<file path="src/rtl/regbank_dump_ctrl.sv">
// Debug readout sequencer: walks bank read port 1 over every register and
// streams each word MSB byte first over a valid/ready byte interface.
module regbank_dump_ctrl #(
  parameter int ADDR_BITS = 5,
  parameter int WORD_WIDE = 32,
  parameter int N_REGS    = 1 << ADDR_BITS
) (
  input  logic                 clock_i,
  input  logic                 reset_i,
  input  logic                 start_i,
  output logic                 bank_sel_o,
  output logic [ADDR_BITS-1:0] bank_addr_o,
  input  logic [WORD_WIDE-1:0] bank_data_i,
  output logic [7:0]           tx_data_o,
  output logic                 tx_valid_o,
  input  logic                 tx_ready_i,
  output logic                 busy_o,
  output logic                 done_o
);

  localparam int BYTES = WORD_WIDE / 8;
  localparam int CNT_W = (BYTES > 1) ? $clog2(BYTES) : 1;
  localparam logic [CNT_W-1:0]     LAST_BYTE = CNT_W'(BYTES - 1);
  localparam logic [ADDR_BITS-1:0] LAST_ADDR = ADDR_BITS'(N_REGS - 1);

  typedef enum logic [2:0] {
    IDLE,
    LATCH,
    SEND,
    NEXT,
    DONE
  } state_e;

  state_e               state_q, state_d;
  logic [ADDR_BITS-1:0] addr_q, addr_d;
  logic [WORD_WIDE-1:0] shift_q, shift_d;
  logic [CNT_W-1:0]     cnt_q, cnt_d;

  // NOTE: sequential state uses non-blocking assignments only, so every
  // register samples the pre-edge value of every other register.
  always_ff @(posedge clock_i) begin
    if (reset_i) begin
      state_q <= IDLE;
      addr_q  <= '0;
      shift_q <= '0;
      cnt_q   <= '0;
    end else begin
      state_q <= state_d;
      addr_q  <= addr_d;
      shift_q <= shift_d;
      cnt_q   <= cnt_d;
    end
  end

  assign bank_addr_o = addr_q;

  // NOTE: every signal written here gets a default first, so no path through
  // the case statement can leave one unassigned and infer a latch.
  always_comb begin
    state_d    = state_q;
    addr_d     = addr_q;
    shift_d    = shift_q;
    cnt_d      = cnt_q;
    bank_sel_o = 1'b0;
    busy_o     = 1'b0;
    done_o     = 1'b0;
    tx_valid_o = 1'b0;
    tx_data_o  = 8'h00;

    case (state_q)
      IDLE: begin
        if (start_i) begin
          state_d = LATCH;
          addr_d  = '0;
        end
      end
      LATCH: begin
        bank_sel_o = 1'b1;
        busy_o     = 1'b1;
        // The word is captured here so later bank writes cannot tear it.
        shift_d    = bank_data_i;
        cnt_d      = '0;
        state_d    = SEND;
      end
      SEND: begin
        bank_sel_o = 1'b1;
        busy_o     = 1'b1;
        tx_valid_o = 1'b1;
        tx_data_o  = shift_q[WORD_WIDE-1 -: 8];
        if (tx_ready_i) begin
          shift_d = shift_q << 8;
          cnt_d   = cnt_q + CNT_W'(1);
          if (cnt_q == LAST_BYTE) begin
            state_d = NEXT;
          end
        end
      end
      NEXT: begin
        bank_sel_o = 1'b1;
        busy_o     = 1'b1;
        if (addr_q == LAST_ADDR) begin
          state_d = DONE;
        end else begin
          addr_d  = addr_q + ADDR_BITS'(1);
          state_d = LATCH;
        end
      end
      DONE: begin
        // Start is not looked at here, so a request in this cycle is dropped.
        done_o  = 1'b1;
        addr_d  = '0;
        state_d = IDLE;
      end
      default: begin
        state_d = IDLE;
      end
    endcase
  end

endmodule

</file>
<file path="config.mk">
export PLATFORM = sky130hd
export DESIGN_NAME = regbank_dump_ctrl
export DESIGN_NICKNAME = d
export VERILOG_FILES = /design/src/rtl/regbank_dump_ctrl.sv
export SDC_FILE = /design/constraint.sdc
export NUM_CORES = 1
export LEC_CHECK = 0
export BUFFER_PORTS_ARGS = -buffer_cell sky130_fd_sc_hd__buf_2
export CAP_MARGIN = 30
export CORE_MARGIN = 1
export CORE_UTILIZATION = 45
export CTS_BUF_LIST = sky130_fd_sc_hd__clkbuf_8
export DETAILED_ROUTE_END_ITERATION = 10
export PLACE_DENSITY_LB_ADDON = 0.12
export SLEW_MARGIN = 5
export SYNTH_ARGS = -nofsm -noshare
export SYNTH_HDL_FRONTEND = slang
export SYNTH_SLANG_ARGS = --single-unit
</file>
<file path="constraint.sdc">
create_clock -name clock_i -period 2.3 [get_ports clock_i]
set_input_delay 0.575 -clock clock_i [delete_from_list [all_inputs] [get_ports clock_i]]
set_output_delay 0.575 -clock clock_i [all_outputs]
set_load 0.02 [all_outputs]
</file>
# Yosys cells after proc, flatten, opt, wreduce, memory -nomap -nowiden
# Index checks and enable logic that the tools add are counted.
[op_classes]
muxes = 16
n_addsub = 2
eq_ne = 10
reduce_logical = 7
[ops]
columns = ["op", "count"]
rows = [
  ["case mux 32 bit (2 select lines)", 1],
  ["2-to-1 mux 32 bit", 1],
  ["case mux 5 bit (3 select lines)", 1],
  ["2-to-1 mux 3 bit", 4],
  ["case mux 3 bit (4 select lines)", 1],
  ["2-to-1 mux 5 bit", 2],
  ["2-to-1 mux 8 bit", 1],
  ["inequality test 2 bit (second input constant)", 4],
  ["== test 3 x 2 -> 1 bit (second input constant)", 2],
  ["AND reduction 3 bit", 2],
  ["adder 5 x 1 -> 5 bit (second input constant)", 1],
  ["== test 5 bit (second input constant)", 1],
  ["case mux 2 bit (2 select lines)", 1],
  ["== test 3 x 1 -> 1 bit (second input constant)", 1],
  ["== test 3 bit (second input constant)", 1],
  ["zero test 3 bit", 1],
  ["2-to-1 mux 1 bit", 3],
  ["nonzero test 3 bit", 1],
  ["OR reduction 3 bit", 1],
  ["adder 2 x 1 -> 2 bit (second input constant)", 1],
  ["== test 2 bit (second input constant)", 1],
  ["2-to-1 mux 2 bit", 1],
  ["AND reduction 2 bit", 1],
  ["nonzero test 2 bit", 1],
]
[totals]
out_inout_bits = 17
ff_bits = 42
elab_cells = 39
inputBits = 36

# Depth between registers and ports, before layout
# Gate-level depths: netlist of the first run.
[logic_depth]
depth_word = 4
depth_mapped = 7
mapped_depth_nobuf = 7

# Worst setup path after synthesis of the first run
# No wires, ideal clock.
[synth_timing]
path_kind = "register to output"
from = "register state_q[1]"
to = "output port tx_data_o[0]"
path_stages_with_launch = 6
arrival_time_ns = 1.305
t_required_ns = 1.725
slack_ns = 0.420
cell_sequence = "dfxtp_1 > buf_4 > nor3b_4 > buf_6 > buf_2 > and2_1"
[synth_via]
elab_chain_len = 2
[synth_lines]
columns = ["element", "line", "rtl"]
rows = [
  ["start: declaration", "34", "state_e state_q, state_d;"],
  ["start signal: assignment", "48", "state_q <= state_d;"],
  ["== test 3 x 2 -> 1 bit", "70", "case (state_q)"],
  ["2-to-1 mux 8 bit", "70", ""],
  ["end: declaration", "14", "output logic [7:0] tx_data_o,"],
]
# Every way passes these cells.

# Final worst setup path of the first run
[layout_timing]
from = "register state_q[0]"
to = "output port tx_data_o[3]"
# Same word-level chain as after synthesis.

==> impl_metrics.json, run 1 <==
{
  "finalCritPeriodShare": 0.9343,
  "max_slew_violation_count": 0,
  "vdd_ir_drop_max_mv": 0.4091,
  "grt-ovfl-total": 0,
  "distinct_cell_type_count_after_synthesis": 32,
  "ioPinCount": 53,
  "finalWeightedCongestion": 0.7430,
  "finalCriticalPeriod_ps": 2149,
  "area_growth_syn_to_layout_pct": 14.26,
  "first_pass_grt_wire_length_mm": 6.913,
  "timing_worst_slew_pin_value_ps": 578.2,
  "cts_hold_buffers": 0,
  "cts.sinks": 42,
  "num_antenna_cells": 0,
  "path_cells": "nor3b_4 > buf_12 > and2_1 > buf_2",
  "post_synth_and_or_nand_nor_area_fraction": 0.1298,
  "postSynthRegisterBits": 42,
  "crit_path_setup_slack_layout_ps": 151.0,
  "yosysTopAreaCellShare": 0.4095,
  "post_cts_resized": 0,
  "ys_top_cells_by_area": "dfxtp_1 41%, mux2i_1 12%, a21oi_2 11%, o21ai_1 6.3%, buf_6 3.3%",
  "worst-r2r-setup-slack_ps": 450,
  "maxCapViolCount": 0,
  "clock_tree_from_tritoncts": "yes",
  "fin_skew_ps": 3.984,
  "worstHoldEndpoint": "bank_addr_o[4]",
  "synth_top_family_by_area": "compound AO/OA/AOI/OAI gates",
  "yosys-mux-area-fraction": 0.1170,
  "setup.worst_path.start_class": "register",
  "finish.net_count": 289,
  "number_of_optimization_iterations_in_the_first_detailed_route_pass": 4,
  "endpoint_kind": "output port",
  "synth.cell_area_sq_um": 2053,
  "layout_commonest_cell": "buf_2",
  "ys_warn_count": 0,
  "synthCells": 204,
  "timing_hold_violations_final": 0,
  "pre_cts_slack_ps": 462.0,
  "async_reset_ff_frac": 0,
  "layout.cells.most_common_list": "52 x buf_2, 42 x dfxtp_1, 26 x a21oi_2, 26 x o21ai_1, 24 x mux2i_1",
  "antenna_found_initial": 0,
  "total_leakage_power_uw": 0.0009499,
  "power.density_cell_area_nw_per_um2": 807.3,
  "critical-path-max-stage-delay_ps": 420,
  "number_of_global_route_vias_before_repair": 1501,
  "detail_route.drc_violations": 0,
  "clock_latency_at_the_later_pin_of_the_worst_skew_pair_ps": 290,
  "synth_seq_area_share": 0.4095,
  "max_slew_headroom_at_the_worst_pin": 0.6145,
  "maximum_number_of_pins_on_one_net_before_global_route_repair": 49,
  "cts.htree.levels": 2,
  "holdCritStartpoint": "bank_addr_o[4]",
  "netlist.top_cell.by_area": "dfxtp_1",
  "row_count": 24,
  "cts_root_buf": "clkbuf_8",
  "grt_setup_unrepaired": "false",
  "wirelength_mm": 3.992,
  "route.detailed.wl_per_inst_um": 13.17,
  "die_area_sq_um": 4837,
  "clock.fmax_ghz": 0.4653,
  "final.setup.tns_ps": 0,
  "placement.cell_area_sq_um": 2255,
  "rr_worst_depth": 7,
  "worst_r2r_endpoint": "bank_addr_o[3]",
  "drive_above_1_share": 0.3705,
  "synth_edf_count": 0,
  "synth_xor_xnor_area_share": 0.004266,
  "highest_fanout_seen_on_the_critical_path": 38,
  "setup-violations-final": 0,
  "route.antenna.remaining_nets": 0,
  "avgViaCountPerCell": 5.099,
  "synth.net_count": 243,
  "post_synthesis_compound_gate_area_fraction": 0.2383,
  "hold-path-cell-count": 2,
  "io_buffer_count": 52,
  "synth_adder_area_share": 0.01828,
  "worstPathRequired_ps": 1730,
  "floorplan.initialDensity": 0.4683,
  "critical_path.reg2reg.startpoint": "bank_addr_o[0]",
  "holdCritPathClass": "register to register",
  "path_clk_slew_ps": 80,
  "numCtsBuffers": 5,
  "clock_tree.buffer_depth": 2,
  "timing.critical_path.arrival_ps": 1570,
  "final.fill_count": 435,
  "grt_util_all_layers": 0.1782,
  "fin_area_sq_um": 2346,
  "postSynth.topFlopCell": "dfxtp_1",
  "chipHeight_um": 69.55,
  "dr.first_iter.drc_count": 68,
  "dpl.hpwl_mm": 2.666,
  "num_vias": 1545,
  "floorplan.die.width_um": 69.55,
  "synth.avg_cell_area_sq_um": 10.06,
  "outcome": "finished, final reports clean",
  "critical_path.slowest_cell": "dfxtp_1",
  "critical_path_class": "register to output port",
  "core_area_sq_um": 4384,
  "post_cts.repair.setup_buffers": 0
}
==> through the flow <==
step / utilization / instances / hold slack (ps) / power (uW)
2_1_floorplan: - / 204 / 444.0 / 1384
6_report: 0.5351 / 303 / 472.9 / 1894
5_1_grt: 0.5351 / 303 / 499.3 / 2014
3_5_place_dp: 0.5143 / 295 / 464.9 / 1429
3_3_place_gp: 0.5143 / 295 / 463.6 / 1424
4_1_cts: 0.5351 / 303 / 475.8 / 1922
==> cells by family (layout without fill, tap and decap cells) <==
| family | count (synthesis) | count (layout) |
|---|---|---|
| AO/OA/AOI/OAI | 71 | 71 |
| XOR/XNOR | 1 | 1 |
| adder cells (fa/ha/maj) | 3 | 3 |
| buffers and inverters | 18 | 65 |
| flip-flops | 42 | 42 |
| multiplexers | 24 | 24 |
| AND/OR/NAND/NOR | 45 | 45 |
==> power breakdown <==
part	switching, uW	internal (uW)
Sequential	60.1	832
Combinational	303	213
Clock	249	238
==> how the worst max path moves through the flow <==
stage	depth (start not counted)	start	end	slack [ps]
finish	4	state_q[0]	tx_data_o[3]	150
global route	4	state_q[2]	tx_data_o[4]	50
CTS	4	state_q[0]	tx_data_o[3]	130
detailed placement	4	state_q[0]	tx_data_o[3]	460
global placement	4	state_q[0]	tx_data_o[3]	490
floorplan	5	state_q[1]	tx_data_o[0]	420
==> cell usage after synthesis (2+ instances only) <==
cell type and instances:
buf_12 2, a22oi_1 8, and2_1 9, nor3b_4 2
mux2i_1 24, nand4_1 2, dfxtp_1 42, a21oi_1 7
clkbuf_1 3, buf_2 2, buf_4 3, ha_1 3
nor3_1 2, o21ai_1 26, nor2b_1 3, buf_6 6
nor2_1 14, nand2_1 5, a21oi_2 26, nand3b_1 3
==> layout make-up <==
cell class | count | area [sq um] | share of cell area
sequential | 42 | 840.8 | 0.3584
clock buffer | 6 | 82.58 | 0.03520
timing repair buffer | 56 | 302.8 | 0.1291
multi-input combinational | 144 | 1042 | 0.4443
inverter | 1 | 3.754 | 0.001600
tap | 52 | 65.06 | 0.02773
clock inverter | 2 | 8.758 | 0.003733
==> critical path: cells and delay by family, from the launching register on <==
| kind | cells | cell delay (ps) |
|---|---|---|
| buffers and inverters | 2 | 410 |
| DFF | 1 | 420 |
| and+or+nand+nor | 2 | 430 |
==> metal layers <==
| layer | up-vias | wire length (um) | global-route usage |
|---|---|---|---|
| met5 | - | 0 | 0 |
| met4 | 0 | 62 | 0.06122 |
| met3 | 7 | 159 | 0.04797 |
| met2 | 34 | 1682 | 0.2751 |
| met1 | 687 | 2087 | 0.2397 |
| li1 | 817 | - | - |
==> registers in the layout, indices dropped and copies added (netlist names) <==
register and cells:
shift_q 32, bank_addr_o 5, state_q 3, cnt_q 2
Note: power is estimated with default switching activity, not from simulation.
==> run 2, diff against run 1 <==
Clock period 2.3 ns to 2.48 ns, I/O delays scaled along.
==> impl_metrics.json, run 2 (synthesized netlist as in run 1, its figures left out) <==
{
  "timing_worst_slew_pin_value_ps": 588.0,
  "outcome": "finished, final reports clean",
  "detail_route.drc_violations": 0,
  "critical-path-max-stage-delay_ps": 500,
  "top_register_by_number_of_flip_flops": "shift_q",
  "clock_latency_at_the_later_pin_of_the_worst_skew_pair_ps": 290,
  "global_route.usage.met3": 0.04797,
  "floorplan.die.width_um": 69.55,
  "cts_hold_buffers": 0,
  "grt_util_all_layers": 0.1785,
  "critical_path.slowest_cell": "dfxtp_1",
  "antenna_found_initial": 0,
  "clock_tree_from_tritoncts": "yes",
  "avgViaCountPerCell": 5.076,
  "chipHeight_um": 69.55,
  "wirelength_mm": 4.012,
  "post_cts.repair.setup_buffers": 0,
  "path_clk_slew_ps": 80,
  "maximum_number_of_pins_on_one_net_before_global_route_repair": 49,
  "route.antenna.remaining_nets": 0,
  "num_vias": 1538,
  "cts_root_buf": "clkbuf_8",
  "finalWeightedCongestion": 0.7472,
  "final.fill_count": 413,
  "dpl.hpwl_mm": 2.682,
  "numCtsBuffers": 5,
  "area_growth_syn_to_layout_pct": 14.26,
  "number_of_global_route_vias_before_repair": 1468,
  "largest_register_ffs": 32,
  "clock.fmax_ghz": 0.4379,
  "path_cells": "nor3b_4 > buf_12 > and2_1 > buf_2",
  "finish.net_count": 289,
  "core_area_sq_um": 4384,
  "met2_demand_to_capacity_share_in_global_routing": 0.2546,
  "highest_fanout_seen_on_the_critical_path": 30,
  "first_pass_grt_wire_length_mm": 6.782,
  "drive_above_1_share": 0.3705,
  "layout_commonest_cell": "buf_2",
  "num_antenna_cells": 0,
  "maxCapViolCount": 0,
  "vdd_ir_drop_max_mv": 0.3640,
  "setup-violations-final": 0,
  "finalCritPeriodShare": 0.9207,
  "stdcell_count": 303,
  "finalCriticalPeriod_ps": 2283,
  "worstPathRequired_ps": 1860,
  "max_slew_violation_count": 0,
  "timing.critical_path.arrival_ps": 1660,
  "grt-ovfl-total": 0,
  "dpl.cell_count": 295,
  "die_area_sq_um": 4837,
  "total_leakage_power_uw": 0.0009499,
  "critical_path_class": "register to output port",
  "ioPinCount": 53,
  "row_count": 24,
  "dr.first_iter.drc_count": 80,
  "clock_tree.buffer_depth": 2,
  "floorplan.initialDensity": 0.4683,
  "cts.htree.levels": 2,
  "post_cts_resized": 0,
  "final.setup.tns_ps": 0,
  "io_buffer_count": 52,
  "endpoint_kind": "output port",
  "grt_busiest_layer": "met2",
  "setup.worst_path.start_class": "register",
  "grt_setup_unrepaired": "false",
  "layout.cells.most_common_list": "52 x buf_2, 42 x dfxtp_1, 26 x a21oi_2, 26 x o21ai_1, 24 x mux2i_1",
  "timing_hold_violations_final": 0,
  "grt_util_met1": 0.2505,
  "holdCritPathClass": "register to register",
  "route.detailed.wl_per_inst_um": 13.24,
  "power.density_cell_area_nw_per_um2": 747.1,
  "fin_skew_ps": 2.060,
  "cts.sinks": 42,
  "max_slew_headroom_at_the_worst_pin": 0.6080,
  "number_of_optimization_iterations_in_the_first_detailed_route_pass": 4
}
-- run 2: cell counts in the layout (fill, tap and decap cells not counted) --
Identical to the previous run, type by type.
-- run 2: final cells by class --
class	instances	area (sq um)	share of cell area
clock buffers	6	82.58	0.03520
clock inverters	2	8.758	0.003733
repair buffers	56	302.8	0.1291
well taps	52	65.06	0.02773
flip-flops and latches	42	840.8	0.3584
multi-input cells	144	1042	0.4443
inverters	1	3.754	0.001600
-- run 2: per-stage QoR --
step / area, sq um / worst slack [ps] / power, uW / utilization / hold slack [ps]
final: 2346 / 196.5 / 1753 / 0.5351 / 478.7
after global routing: 2346 / 90.86 / 1870 / 0.5351 / 505.8
after CTS: 2346 / 197.0 / 1773 / 0.5351 / 482.5
after detailed placement: 2255 / 533.4 / 1324 / 0.5143 / 470.0
after global placement: 2255 / 558.0 / 1320 / 0.5143 / 458.4
after floorplan: 2053 / 555.1 / 1283 / - / 444.0
-- run 2: final timing paths --
check / startpoint / to / slack, ps / depth (start not counted)
max: state_q[1] / tx_data_o[4] / 200 / 4
min: bank_addr_o[4] / bank_addr_o[4] / 480 / 2
max reg2reg: state_q[1] / shift_q[15] / 540 / 5
min reg2reg: bank_addr_o[4] / bank_addr_o[4] / 480 / 2
-- run 2: critical path: cells and delay by family (launching register included) --
kind          cells  cell delay, ps
buf+inv           2             400
flops             1             500
simple gates      2             460
-- run 2: layer usage --
metal / wire [um] / up-vias
met5: 0 / -
met2: 1728 / 37
met1: 2022 / 676
met4: 61 / 0
met3: 199 / 7
li1: - / 818
-- run 2: power breakdown --
part | switching (uW) | internal [uW]
registers | 59.5 | 771
clock network | 226 | 221
logic | 278 | 197
total | 564 | 1190
==> run 3, diff against run 2 <==
Settings changed: CELL_PAD_IN_SITES_DETAIL_PLACEMENT set to 1, CELL_PAD_IN_SITES_GLOBAL_PLACEMENT set to 1, CORE_UTILIZATION 45 to 44.
==> impl_metrics.json, run 3 (synthesized netlist as in run 1, its figures left out) <==
{
  "outcome": "finished, final reports clean",
  "num_antenna_cells": 0,
  "setup.worst_path.start_class": "register",
  "antenna_found_initial": 0,
  "power.density_cell_area_nw_per_um2": 752.6,
  "number_of_global_route_vias_before_repair": 1471,
  "floorplan.initialDensity": 0.4651,
  "numCtsBuffers": 5,
  "dr.first_iter.drc_count": 100,
  "holdCritPathClass": "register to register",
  "final.fill_count": 535,
  "fin_skew_ps": 5.967,
  "wirelength_mm": 4.284,
  "critical_path_class": "register to output port",
  "grt-ovfl-total": 0,
  "final.setup.tns_ps": 0,
  "core_area_sq_um": 4414,
  "detail_route.drc_violations": 0,
  "drive_above_1_share": 0.3680,
  "floorplan.die.width_um": 70.31,
  "cts_hold_buffers": 0,
  "maxCapViolCount": 0,
  "cp.buffers_inverters": 2,
  "num_vias": 1565,
  "path_cells": "nor3b_4 > buf_4 > and2_1 > buf_2",
  "crit_family": "flip-flops",
  "post_cts_resized": 0,
  "timing_worst_slew_pin_value_ps": 719.6,
  "finalWeightedCongestion": 0.7080,
  "highest-signal-layer": "met4",
  "route.antenna.remaining_nets": 0,
  "timing.critical_path.arrival_ps": 1600,
  "vdd_ir_drop_max_mv": 0.3412,
  "top_register_by_number_of_flip_flops": "shift_q",
  "timing_hold_violations_final": 0,
  "cts.sinks": 42,
  "detailroute.wirelength.met2_mm": 1.927,
  "finalCriticalPeriod_ps": 2224,
  "layout_commonest_cell": "buf_2",
  "total_leakage_power_uw": 0.0009420,
  "layout.cells.most_common_list": "52 x buf_2, 42 x dfxtp_1, 26 x a21oi_2, 26 x o21ai_1, 24 x mux2i_1",
  "placement.cell_area_sq_um": 2235,
  "area_growth_syn_to_layout_pct": 13.28,
  "clock_tree_from_tritoncts": "yes",
  "dpl.cell_count": 294,
  "ioPinCount": 53,
  "route.detailed.wl_per_inst_um": 14.19,
  "chipHeight_um": 70.31,
  "row_count": 24,
  "fin_area_sq_um": 2326,
  "clock_tree.buffer_depth": 2,
  "wl_met1_mm": 2.140,
  "first_pass_grt_wire_length_mm": 6.969,
  "endpoint_kind": "output port",
  "io_buffer_count": 52,
  "finish.net_count": 288,
  "finalCritPeriodShare": 0.8968,
  "cts_root_buf": "clkbuf_8",
  "critical-path-max-stage-delay_ps": 500,
  "wl_met3_um": 180,
  "setup-violations-final": 0,
  "path_clk_slew_ps": 80,
  "clock_latency_at_the_later_pin_of_the_worst_skew_pair_ps": 290,
  "max_slew_violation_count": 0,
  "grt_setup_unrepaired": "false",
  "clock.fmax_ghz": 0.4496,
  "post_cts.repair.setup_buffers": 0,
  "cts.htree.levels": 2,
  "max_slew_headroom_at_the_worst_pin": 0.5197,
  "stdcell_count": 302,
  "die_area_sq_um": 4944,
  "number_of_optimization_iterations_in_the_first_detailed_route_pass": 4,
  "dpl.hpwl_mm": 2.910,
  "critical_path.slowest_cell": "dfxtp_1",
  "largest_register_ffs": 32,
  "maximum_number_of_pins_on_one_net_before_global_route_repair": 49,
  "avgViaCountPerCell": 5.182,
  "worstPathRequired_ps": 1860,
  "grt_util_all_layers": 0.1796,
  "highest_fanout_seen_on_the_critical_path": 19
}
-- run 3: cell count changes in the layout (fill, tap and decap cells not counted) --
cell | previous run | this run
buf_12 | 1 | 0
-- run 3: worst register-to-register path: stages (launching register included) --
cell	delay (ps)
dfxtp_1	500
nor3b_4	230
buf_4	270
buf_4	360
a21oi_2	220
a22oi_1	190
nor2_1	60
-- run 3: stage by stage --
stage                     power [uW]  hold WS, ps  setup WS, ps    util
after floorplan                 1283        444.0         555.1       -
after global placement          1311        462.7         595.1  0.5062
after detailed placement        1322        470.2         537.0  0.5062
after CTS                       1772        479.5         222.5  0.5269
after global routing            1857        506.8         133.9  0.5269
final                           1750        476.5         255.9  0.5269
-- run 3: report_power, final --
part,leakage (uW),switching (uW),internal (uW)
Sequential,0.000344,62.9,771
Clock,0.0000524,228,221
Combinational,0.000545,278,189
Total,0.000942,569,1180
-- run 3: final cells by class --
type	count	area (sq um)	share of cell area
Multi-Input combinational cell	144	1042	0.4481
Sequential cell	42	840.8	0.3615
Timing Repair Buffer	55	282.8	0.1216
Clock buffer	6	82.58	0.03550
Tap cell	52	65.06	0.02797
Clock inverter	2	8.758	0.003765
Inverter	1	3.754	0.001614
-- run 3: layer usage --
layer | vias up | GRT usage
li1 | 815 | -
met1 | 714 | 0.2390
met2 | 34 | 0.2730
met3 | 2 | 0.05772
met4 | 0 | 0.06000
met5 | - | 0
-- run 3: path summary, 6_finish.rpt --
kind / to / depth (start not counted) / slack, ps / start
max: tx_data_o[0] / 4 / 260 / state_q[1]
min: cnt_q[0] / 2 / 480 / cnt_q[0]
max reg2reg: shift_q[7] / 6 / 530 / state_q[1]
min reg2reg: cnt_q[0] / 2 / 480 / cnt_q[0]
